===== config.mk =====
export PLATFORM = sky130hd
export DESIGN_NAME = pc_gen
export DESIGN_NICKNAME = d
export VERILOG_FILES = /design/src/rtl/pc_gen.sv
export SDC_FILE = /design/constraint.sdc
export NUM_CORES = 1
export LEC_CHECK = 0
export BUFFER_PORTS_ARGS = -buffer_cell sky130_fd_sc_hd__buf_2
export CELL_PAD_IN_SITES_DETAIL_PLACEMENT = 0
export CELL_PAD_IN_SITES_GLOBAL_PLACEMENT = 1
export CORE_ASPECT_RATIO = 1.2
export CORE_MARGIN = 2
export CORE_UTILIZATION = 40
export CTS_CLUSTER_DIAMETER = 120
export DETAILED_ROUTE_END_ITERATION = 10
export PLACE_DENSITY_LB_ADDON = 0.1
export SLEW_MARGIN = 10
export SYNTH_ARGS = -nofsm -noshare
export SYNTH_HDL_FRONTEND = slang
export SYNTH_SLANG_ARGS = --single-unit

===== constraint.sdc =====
create_clock -name clk -period 9 [get_ports clk]
set_input_delay 0.45 -clock clk [delete_from_list [all_inputs] [get_ports clk]]
set_output_delay 0.45 -clock clk [all_outputs]
set_load 0.05 [all_outputs]

===== src/rtl/pc_gen.sv =====
// pc_gen: fetch-stage program counter for an RV32I core.
// Adds a reset/trap FSM, fetch handshake, stall, prioritised redirects
// (trap, trap-return, branch/jump, RAS pop), misaligned-target trapping
// and a small circular return-address stack.
module pc_gen #(
    parameter int              XLEN         = 32,
    parameter logic [XLEN-1:0] RESET_VECTOR = 32'h0000_0000,
    parameter logic [XLEN-1:0] TRAP_VECTOR  = 32'h0000_0100,
    parameter int              RAS_DEPTH    = 4
) (
    input  logic            clk,
    input  logic            res,
    input  logic            stall,
    input  logic            fetch_ready,
    input  logic            redirect_en,
    input  logic [XLEN-1:0] redirect_pc,
    input  logic            trap_en,
    input  logic            trap_ret,
    input  logic            ras_push,
    input  logic [XLEN-1:0] ras_push_addr,
    input  logic            ras_pop,
    output logic [XLEN-1:0] pc,
    output logic            fetch_valid,
    output logic [XLEN-1:0] epc,
    output logic [XLEN-1:0] bad_addr,
    output logic            misaligned,
    output logic            ras_empty,
    output logic            ras_full
);

    localparam int PTR_W = $clog2(RAS_DEPTH);
    localparam int CNT_W = PTR_W + 1;
    localparam logic [CNT_W-1:0] DEPTH_C = CNT_W'(RAS_DEPTH);

    typedef enum logic [1:0] {
        S_RESET = 2'd0,
        S_RUN   = 2'd1,
        S_TRAP  = 2'd2
    } state_t;

    state_t            state_r;
    logic [XLEN-1:0]   pc_r;
    logic [XLEN-1:0]   epc_r;
    logic [XLEN-1:0]   bad_addr_r;
    logic              misaligned_r;
    logic              fetch_valid_r;

    logic [XLEN-1:0]   ras_mem_r [RAS_DEPTH];
    logic [PTR_W-1:0]  ras_top_r;
    logic [CNT_W-1:0]  ras_cnt_r;
    logic              ras_empty_r;
    logic              ras_full_r;

    logic              run_s;
    logic              mis_target_s;
    logic              sel_trap_s;
    logic              sel_tret_s;
    logic              sel_mis_s;
    logic              sel_redir_s;
    logic              sel_pop_s;
    logic              sel_hold_s;
    logic              do_push_s;
    logic [XLEN-1:0]   pc_next_s;
    logic [PTR_W-1:0]  ras_top_next_s;
    logic [CNT_W-1:0]  ras_cnt_next_s;
    logic [PTR_W-1:0]  ras_wr_idx_s;

    // Decode which next-pc source wins this cycle (strict priority).
    always_comb begin
        run_s        = (state_r == S_RUN);
        mis_target_s = (redirect_pc[1:0] != 2'b00);
        sel_trap_s   = run_s && trap_en;
        sel_tret_s   = run_s && !trap_en && trap_ret;
        sel_mis_s    = run_s && !trap_en && !trap_ret && redirect_en && mis_target_s;
        sel_redir_s  = run_s && !trap_en && !trap_ret && redirect_en && !mis_target_s;
        sel_pop_s    = run_s && !trap_en && !trap_ret && !redirect_en && ras_pop
                       && (ras_cnt_r != {CNT_W{1'b0}});
        sel_hold_s   = stall || !fetch_ready;
        // A push is a call side effect; only a trap or bad target cancels it.
        do_push_s    = run_s && ras_push && !trap_en && !(redirect_en && mis_target_s);
    end

    // Next pc for the non-trapping S_RUN paths.
    always_comb begin
        pc_next_s = pc_r;
        if (sel_tret_s) begin
            pc_next_s = epc_r;
        end else if (sel_redir_s) begin
            pc_next_s = redirect_pc;
        end else if (sel_pop_s) begin
            pc_next_s = ras_mem_r[ras_top_r];
        end else if (sel_hold_s) begin
            pc_next_s = pc_r;
        end else begin
            pc_next_s = pc_r + XLEN'(4);
        end
    end

    // RAS pointer/count update; push+pop rewrites the top slot in place.
    always_comb begin
        ras_top_next_s = ras_top_r;
        ras_cnt_next_s = ras_cnt_r;
        ras_wr_idx_s   = ras_top_r + PTR_W'(1);
        if (do_push_s && sel_pop_s) begin
            ras_wr_idx_s = ras_top_r;
        end else if (do_push_s) begin
            ras_top_next_s = ras_top_r + PTR_W'(1);
            if (ras_cnt_r != DEPTH_C) begin
                ras_cnt_next_s = ras_cnt_r + CNT_W'(1);
            end else begin
                ras_cnt_next_s = ras_cnt_r;
            end
        end else if (sel_pop_s) begin
            ras_top_next_s = ras_top_r - PTR_W'(1);
            ras_cnt_next_s = ras_cnt_r - CNT_W'(1);
        end else begin
            ras_top_next_s = ras_top_r;
        end
    end

    // Control FSM with registered pc, epc, bad_addr and status outputs.
    always_ff @(posedge clk) begin
        if (!res) begin
            state_r       <= S_RESET;
            pc_r          <= RESET_VECTOR;
            epc_r         <= {XLEN{1'b0}};
            bad_addr_r    <= {XLEN{1'b0}};
            misaligned_r  <= 1'b0;
            fetch_valid_r <= 1'b0;
        end else begin
            case (state_r)
                S_RESET: begin
                    state_r       <= S_RUN;
                    fetch_valid_r <= 1'b1;
                    misaligned_r  <= 1'b0;
                end
                S_RUN: begin
                    if (sel_trap_s) begin
                        pc_r          <= TRAP_VECTOR;
                        epc_r         <= pc_r;
                        state_r       <= S_TRAP;
                        fetch_valid_r <= 1'b0;
                        misaligned_r  <= 1'b0;
                    end else if (sel_mis_s) begin
                        pc_r          <= TRAP_VECTOR;
                        epc_r         <= pc_r;
                        bad_addr_r    <= redirect_pc;
                        state_r       <= S_TRAP;
                        fetch_valid_r <= 1'b0;
                        misaligned_r  <= 1'b1;
                    end else begin
                        pc_r          <= pc_next_s;
                        state_r       <= S_RUN;
                        fetch_valid_r <= 1'b1;
                        misaligned_r  <= 1'b0;
                    end
                end
                S_TRAP: begin
                    state_r       <= S_RUN;
                    fetch_valid_r <= 1'b1;
                    misaligned_r  <= 1'b0;
                end
                default: begin
                    state_r       <= S_RESET;
                    pc_r          <= RESET_VECTOR;
                    fetch_valid_r <= 1'b0;
                    misaligned_r  <= 1'b0;
                end
            endcase
        end
    end

    // Return-address stack storage, pointer and registered flags.
    always_ff @(posedge clk) begin
        if (!res) begin
            for (int i = 0; i < RAS_DEPTH; i++) begin
                ras_mem_r[i] <= {XLEN{1'b0}};
            end
            ras_top_r   <= {PTR_W{1'b0}};
            ras_cnt_r   <= {CNT_W{1'b0}};
            ras_empty_r <= 1'b1;
            ras_full_r  <= 1'b0;
        end else begin
            if (do_push_s) begin
                ras_mem_r[ras_wr_idx_s] <= ras_push_addr;
            end
            ras_top_r   <= ras_top_next_s;
            ras_cnt_r   <= ras_cnt_next_s;
            ras_empty_r <= (ras_cnt_next_s == {CNT_W{1'b0}});
            ras_full_r  <= (ras_cnt_next_s == DEPTH_C);
        end
    end

    assign pc          = pc_r;
    assign fetch_valid = fetch_valid_r;
    assign epc         = epc_r;
    assign bad_addr    = bad_addr_r;
    assign misaligned  = misaligned_r;
    assign ras_empty   = ras_empty_r;
    assign ras_full    = ras_full_r;

endmodule


After elaboration in Yosys (flattened, before gate mapping)
Memories as Yosys holds them, arrays and structs flattened. A register that Yosys moved wholly into a read port is not among the register bits.
Index checks and enable logic that the tools add are counted.
{"block": "word_totals", "ram_bits": 128, "n_memories": 1, "regBits": 107}
{"block": "classes", "mux": 32, "n_reduce_logical": 35, "n_bitwise": 5, "add_sub_neg": 5, "n_eq_ne": 5}
{"memory": "ras_mem_r", "words": 4, "word_bits": 32, "read_ports": 1, "rd_ports_with_merged_regs": 1, "write_ports": 4, "line_no": "48", "source": "logic [XLEN-1:0] ras_mem_r [RAS_DEPTH];"}
{"operator": "32-bit two-way mux", "count": 9}
{"operator": "32-bit one-hot mux with 2 select lines", "count": 1}
{"operator": "32-bit by 3-bit adder with 32-bit output, second input constant", "count": 1}
{"operator": "32-bit OR reduction", "count": 1}
{"operator": "2-bit two-way mux", "count": 8}
{"operator": "1-bit logical AND", "count": 15}
{"operator": "3-bit two-way mux", "count": 4}
{"operator": "1-bit two-way mux", "count": 8}
{"operator": "7-bit != test, second input constant", "count": 1}
{"operator": "1-bit logical NOT", "count": 6}
{"operator": "2-bit AND reduction", "count": 3}
{"operator": "2-bit nonzero test", "count": 3}
{"operator": "1-bit NOT", "count": 5}
{"operator": "2-bit one-hot mux with 2 select lines", "count": 1}
{"operator": "3-bit by 1-bit adder with 3-bit output, second input constant", "count": 1}
{"operator": "3-bit == test, second input constant", "count": 1}
{"operator": "3-bit logical NOT", "count": 1}
{"operator": "3-bit != test, second input constant", "count": 1}
{"operator": "3-bit AND reduction", "count": 1}
{"operator": "3-bit nonzero test", "count": 1}
{"operator": "3-bit OR reduction", "count": 1}
{"operator": "3-bit by 1-bit subtractor with 3-bit output, second input constant", "count": 1}
{"operator": "2-bit by 1-bit adder with 2-bit output, second input constant", "count": 1}
{"operator": "2-bit by 1-bit == test with 1-bit output, second input constant", "count": 1}
{"operator": "6 further kinds", "count": 6}

Logic depth before layout (Yosys ltp)
Gate-level depths: netlist of run 1.
{"block": "logic_depth", "word_depth": 12, "mapped_depth": 14}

Worst setup path after synthesis of run 1
Ideal clock, no wire load.
{"block": "synth_timing", "path_type": "reg-to-reg", "startpoint": "register state_r[0]", "endpoint": "memory ras_mem_r[3][0] (enable)", "setup_time_ns": 0.470, "required_time_ns": 8.530, "synth_period_minus_slack_ns": 5.200, "arrival_time_ns": 4.730, "path_stages_with_launch": 10, "n_path_buf": 3, "slack_ns": 3.800, "path_cell_list": "dfxtp_1 buf_4 nor3b_4 nand4_1 inv_1 buf_1 ha_1 clkbuf_1 xor2_1 o31ai_1"}
{"item": "from (decl)", "line_no": "41", "source": "state_t state_r;"}
{"item": "from (signal assigned)", "line_no": "124", "source": "state_r <= S_RESET;"}
{"item": "from (signal assigned)", "line_no": "133", "source": "state_r <= S_RUN;"}
{"item": "from (signal assigned)", "line_no": "141", "source": "state_r <= S_TRAP;"}
{"item": "to (decl)", "line_no": "48"}

==> results of run 1 <==
-- path summary, 6_finish.rpt --
path                                         to  slack (ns)                       from  cells past startpoint
hold reg to reg       bad_addr[28]$_SDFFE_PN0P_        0.45  bad_addr[28]$_SDFFE_PN0P_                      2
hold / removal        bad_addr[18]$_SDFFE_PN0P_        0.18            redirect_pc[18]                      3
setup reg to reg  ras_mem_r[1][0]$_SDFFCE_PN0P_        4.50      state_r[0]$_SDFF_PN0_                      9
setup / recovery  ras_mem_r[1][0]$_SDFFCE_PN0P_        4.50      state_r[0]$_SDFF_PN0_                      9
-- worst min-delay path: cells and delay by family --
family / cells / cell delay (ns)
compound gates: 1 / 0.05
buf+inv: 1 / 0.11
simple gates: 1 / 0.05
-- synthesized netlist by cell type (16+ instances only) --
master	count
nor2_1	32
o21ai_0	27
inv_1	16
a21oi_1	91
nand3_1	26
dfxtp_1	108
nand4_1	18
and3_1	34
mux4_2	32
and2_1	102
o22ai_1	20
buf_2	21
clkbuf_1	53
nand2_1	169
nor3_1	16
edfxtp_1	128
-- layer usage --
metal | vias to the layer above | share of wire (%) | global-route usage, % | wire [um]
met3 | 45 | 4.6 | 2.796 | 1585
met5 | - | 0 | 0 | 0
met4 | 0 | 2.0 | 5.490 | 689
li1 | 4260 | - | - | -
met1 | 4314 | 43 | 30.83 | 14560
met2 | 241 | 51 | 39.71 | 17340
-- kinds of logic (layout without fill, tap and decap cells) --
group,Yosys count,in the layout,synth area share (%)
adders and majority gates,5,5,0.5561
buffers and inverters,100,256,3.748
and+or+nand+nor,447,447,20.52
xor gates and xnor gates,13,13,1.012
muxes,35,35,6.673
AOI/OAI and AO/OA,241,241,14.10
DFF,236,236,53.39
-- registers in the layout, indices dropped and copies added (netlist names), named ones only --
| name | cells |
|---|---|
| state_r | 2 |
| ras_mem_r | 128 |
| bad_addr | 32 |
| misaligned | 1 |
| epc | 32 |
| ras_cnt_r | 3 |
| ras_top_r | 2 |
| ras_empty | 1 |
| ras_full | 1 |
| pc | 32 |
-- layout by cell type (no fill, tap or decap), types with 16 or more instances in the layout --
| cell type | count |
|---|---|
| nand4_1 | 18 |
| edfxtp_1 | 128 |
| a21oi_1 | 91 |
| buf_2 | 172 |
| mux4_2 | 32 |
| and2_1 | 102 |
| buf_4 | 22 |
| clkbuf_16 | 25 |
| dfxtp_1 | 107 |
| o22ai_1 | 20 |
| o21ai_0 | 25 |
| nor2_1 | 31 |
| nand2_1 | 169 |
| nand3_1 | 26 |
| and3_1 | 34 |
| inv_1 | 16 |
-- stage by stage --
step / cells / area, um^2 / utilization, % / hold WS [ns] / power [mW]
2_1_floorplan: 1077 / 11250 / - / 0.4999 / 1.319
3_3_place_gp: 1569 / 12440 / 44.71 / 0.4385 / 1.399
3_5_place_dp: 1569 / 12440 / 44.71 / 0.4435 / 1.401
4_1_cts: 1612 / 13230 / 47.55 / 0.1653 / 2.412
5_1_grt: 1612 / 13230 / 47.55 / 0.1763 / 2.470
6_report: 1612 / 13230 / 47.55 / 0.1788 / 2.389
-- power by group through the flow --
stage | sequential (mW) | combinational (mW) | clock (mW)
after global routing | 1.18 | 0.214 | 1.07
after detailed placement | 1.20 | 0.200 | 0
after floorplan | 1.21 | 0.105 | 0
after CTS | 1.18 | 0.200 | 1.03
final | 1.18 | 0.198 | 1.01
after global placement | 1.20 | 0.198 | 0
-- final cells by class --
type | count | area (um^2)
Tap cell | 379 | 474.2
Clock inverter | 8 | 92.59
Inverter | 19 | 71.32
Fill cell | 2688 | 14600
Sequential cell | 236 | 6007
Multi-Input combinational cell | 741 | 4866
Timing Repair Buffer | 194 | 1026
Clock buffer | 35 | 695.7
==> flow_summary.toml, run 1 <==
[setup_path]
critical_path.max_stage_delay_ns = 0.67
critical_path_start_end_classification = "reg2reg"
cp-start-kind = "register"
critical_path.cell_chain = "nor3b_4 -> nand3_1 -> inv_2 -> ha_1 -> xor2_1 -> nor3_2 -> buf_4 -> nand2b_1 -> buf_4"
critPathRequiredTime_ns = 9.18
crit_buf_inv = 3
critical_path_arrival_ns = 4.68
timing.critical_path.slowest_stage_cell = "nor3b_4"
critPathMaxFanout = 36
worst_path_dominant_cell_family = "simple AND/OR/NAND/NOR gates"
path_common_cell = "buf_4"
critical_path.endpoint_type = "register"

[grt]
grt_pass1_wl_mm = 51.95
gr-total-overflow = 0
grt_start_max_net_pins = 63
grt_use_total_pct = 23.01
antenna_violations_before_repair = 0
grt_pass1_vias = 8673

[layout]
nets_finish = 1295
final_layout_size_suffix_gt1_share_pct = 23.11
area_growth_pct = 17.63
antenna_diode_instance_count = 0

[placed_design]
place_hpwl_mm = 23.31
post-place-ws_ns = 4.493
gpl.final_weighted_congestion = 0.8623
placement.io_buffers = 172

[timing]
grt_setup_unrepaired = "no"
setup_viol = 0
worst_clock_skew_ns = 0.01286
setup_tns_final_ns = 0
final_hold_viol_count = 0
layout_worst_path_cycle_share_pct = 50.02
fmaxAchievable_mhz = 222.1
timing.slew.headroom_pct = 32.73
slew_viol_final = 0
final_period_minus_worst_setup_slack_ns = 4.502
layout_setup_ws_ns = 4.498
worst_slew_pin_slew_ns = 1.008

[cts]
ctsLongestPathBuffers = 3
clock-root-buffer = "clkbuf_16"
h_tree_depth = 1
tritoncts = "built"
post_cts_resize_count = 0
cts_hold_repair.buffers = 0
numCtsBuffers = 25
clkLatencyLatePin_ns = 0.52
clock_pin_slew_of_the_registers_on_the_worst_case_setup_and_hold_paths_ns = 0.06
cts_sink_count = 236
post_cts.repair.setup_buffers = 0

[detailed_routing]
finalWirelength_mm = 34.17
drt-wirelength-per-cell_um = 21.20
vias = 8860
detail_route.vias_per_cell = 5.496
drcViolationCount = 0
detail_route.first_pass.iterations = 5
drtAntennaViolNets = 0
dr.first_iter.drc_count = 640

[synthesis]
number_of_synthesized_flops_with_an_enable_pin = 128
synth_top_area_share_pct = 34.17
synth.lib_cells_used.distinct = 76
synth.avg_cell_area_um2 = 10.45
postSynth.asyncResetShare_pct = 0
synth-seq-area-share_pct = 53.39
netlist.top_cell.by_area = "edfxtp_1"
synthesis.instances = 1077
netlist_area_um2 = 11250
postSynthRegisterBits = 236
yosys_warnings = 0
synth_top_cells_by_area = "edfxtp_1 34%, dfxtp_1 19%, mux4_2 6.4%"
synthesis.nets = 1155
yosys_most_used_dff = "edfxtp_1"

[power]
seq_power_share_pct = 49.3
clkPwrFrac_pct = 42.4
power_density_over_cell_area_nw_per_um2 = 180.5
switching_power_uw = 571.9
switching_share_pct = 23.95
power.leakage_nw = 5.035
comb_power_share_pct = 8.3
vdd_ir_drop_max_uv = 138.5
internal_power_mw = 1.817

[floorplanning]
initial_utilization_pct = 40.42
die-area_um2 = 29490
placementRows = 67
dieWidth_um = 157.1
placeableCoreArea_um2 = 27830
fp.dieH_um = 187.7
io_pins = 173

[run]
number_of_max_capacitance_violations_reported = 0

[status]
run_status = "completed"

[worst_hold_path]
timing.hold.worst.class = "in2reg"
Note: power is estimated with default switching activity, not from simulation.
==> run 2, diff against run 1 <==
==> constraint.sdc (replaced) <==
create_clock -name clk -period 3.8 [get_ports clk]
set_input_delay 0.19 -clock clk [delete_from_list [all_inputs] [get_ports clk]]
set_output_delay 0.19 -clock clk [all_outputs]
set_load 0.05 [all_outputs]
==> flow_summary.toml, run 2 (synthesized netlist as in run 1, its figures left out) <==
[detailed_routing]
drt-wirelength-per-cell_um = 20.43
vias = 9111
detail_route.vias_per_cell = 5.385
drtAntennaViolNets = 0
dr.first_iter.drc_count = 552
finalWirelength_mm = 34.57
drcViolationCount = 0
detail_route.first_pass.iterations = 5

[floorplanning]
die-area_um2 = 29490
initial_utilization_pct = 40.42
placementRows = 67
io_pins = 173
fp.dieH_um = 187.7
placeableCoreArea_um2 = 27830
dieWidth_um = 157.1

[cts]
ctsLongestPathBuffers = 3
post_cts_resize_count = 0
post_cts.repair.setup_buffers = 0
tritoncts = "built"
cts_sink_count = 236
h_tree_depth = 1
clock_pin_slew_of_the_registers_on_the_worst_case_setup_and_hold_paths_ns = 0.06
numCtsBuffers = 26
clock-root-buffer = "clkbuf_16"
clkLatencyLatePin_ns = 0.53

[power]
clkPwrFrac_pct = 42.2
switching_power_mw = 1.375
seq_power_share_pct = 48.6
internal_power_mw = 4.368
vdd_ir_drop_max_uv = 441.3
power_density_over_cell_area_nw_per_um2 = 410.7
switching_share_pct = 23.94
comb_power_share_pct = 9.2
power.leakage_nw = 5.394

[run]
number_of_max_capacitance_violations_reported = 0

[layout]
final_layout_size_suffix_gt1_share_pct = 23.02
stdcell_area_um2 = 13980
register_with_the_most_flip_flops = "ras_mem_r"
area_growth_pct = 24.29
final_common_cell = "buf_2"
largest_register_ff_count = 128
nets_finish = 1370
most-common-layout-cells = "172 x buf_2, 169 x nand2_1, 128 x edfxtp_1"

[setup_path]
rr_startpoint = "state_r[0]$_SDFF_PN0_"
cp-start-kind = "register"
critical_path.endpoint_type = "register"
critical_path_start_end_classification = "reg2reg"
critPathRequiredTime_ns = 3.97
worst-r2r-cell-count = 9
worstReg2RegEnd = "ras_mem_r[1][13]$_SDFFCE_PN0P_"
critical_path_arrival_ns = 3.06
reg2reg_slack_ns = 0.90
critPathMaxFanout = 32

[worst_hold_path]
timing.hold.worst.class = "in2reg"
whs_path_depth = 2
holdCritStartpoint = "ras_push_addr[1]"
min_to = "ras_mem_r[2][1]$_SDFFCE_PN0P_"

[timing]
final_period_minus_worst_setup_slack_ns = 2.896
grt_setup_unrepaired = "no"
timing.slew.headroom_pct = 27.02
slew_viol_final = 0
final_hold_viol_count = 0
fmaxAchievable_mhz = 345.3
setup_viol = 0
layout_worst_path_cycle_share_pct = 76.22
worst_clock_skew_ns = 0.01257
setup_tns_final_ns = 0
worst_slew_pin_slew_ns = 1.079

[placed_design]
detailed_place.area_um2 = 12550
gpl.final_weighted_congestion = 0.8475
place_hpwl_mm = 23.98
placement.io_buffers = 172

[grt]
gr-total-overflow = 0
grt_use_total_pct = 23.28
grt_start_max_net_pins = 53
antenna_violations_before_repair = 0
grt_pass1_vias = 8837
grt_pass1_wl_mm = 52.65

[status]
run_status = "completed"
==> run 2: changes by cell type in the layout (fill, tap and decap cells not counted), moves of 2 or more <==
| cell | before | now |
|---|---|---|
| clkinvlp_4 | 2 | 0 |
| clkinv_2 | 0 | 3 |
| bufinv_16 | 2 | 0 |
| dlygate4sd3_1 | 0 | 60 |
| buf_4 | 22 | 36 |
| clkinvlp_2 | 2 | 0 |
| clkbuf_8 | 3 | 6 |
| clkbuf_16 | 25 | 27 |
==> run 2: layer usage <==
layer  global-route usage [%]  part of all wire, %
met3                    3.166                  5.6
met4                    7.133                  3.0
met2                    40.38                   50
met1                    30.11                   41
met5                        0                    0
==> run 2: final cells by class <==
| type | count | area, um^2 |
|---|---|---|
| diodes | 1 | 2.502 |
| clock buffers | 41 | 790.8 |
| clock inverters | 7 | 35.03 |
| fillers | 2605 | 13850 |
| inverters | 19 | 71.32 |
| multi-input cells | 741 | 4870 |
| flip-flops and latches | 236 | 6007 |
| well taps | 379 | 474.2 |
| repair buffers | 268 | 1732 |
==> run 2: critical path, stage by stage, from the launching register on <==
cell	delay [ns]
dfxtp_1	0.52
nor3b_4	0.27
buf_4	0.24
nand4_1	0.14
inv_1	0.10
ha_1	0.37
xor2_1	0.20
nor3_2	0.17
nand2b_1	0.13
buf_4	0.41
==> run 2: through the flow <==
stage	power, mW	worst slack [ns]	instances	hold slack, ns	util [%]
after detailed placement	3.331	0.9241	1583	0.4435	45.10
after global placement	3.325	0.9918	1583	0.4388	45.10
after global routing	5.939	0.5720	1691	0.005747	50.23
after CTS	5.795	0.8962	1691	0.0001718	50.23
final	5.743	0.9037	1692	0.01231	50.24
after floorplan	3.124	0.01481	1077	0.3260	-
==> run 2: timing repair <==
| item | CTS | global route |
|---|---|---|
| hold buffers | 60 | 0 |
| setup endpoints to repair | 0 | 0 |
| endpoints found under the hold margin | 121 | 0 |
==> run 2: how the worst max path moves through the flow <==
stage               slack [ns]                    start                             end
floorplan                 0.01    state_r[0]$_SDFF_PN0_   ras_mem_r[1][0]$_SDFFCE_PN0P_
global placement          0.99    state_r[0]$_SDFF_PN0_   ras_mem_r[1][2]$_SDFFCE_PN0P_
detailed placement        0.92    state_r[0]$_SDFF_PN0_   ras_mem_r[1][3]$_SDFFCE_PN0P_
CTS                       0.90    state_r[0]$_SDFF_PN0_  ras_mem_r[1][13]$_SDFFCE_PN0P_
global route              0.57  ras_cnt_r[0]$_SDFF_PN0_  ras_mem_r[1][10]$_SDFFCE_PN0P_
finish                    0.90    state_r[0]$_SDFF_PN0_  ras_mem_r[1][13]$_SDFFCE_PN0P_
==> run 2: power groups by stage <==
stage / Combinational (mW) / Clock, mW / Sequential, mW
2_1_floorplan: 0.251 / 0 / 2.87
3_3_place_gp: 0.479 / 0 / 2.85
3_5_place_dp: 0.482 / 0 / 2.85
4_1_cts: 0.531 / 2.47 / 2.79
5_1_grt: 0.565 / 2.57 / 2.80
6_report: 0.526 / 2.42 / 2.79
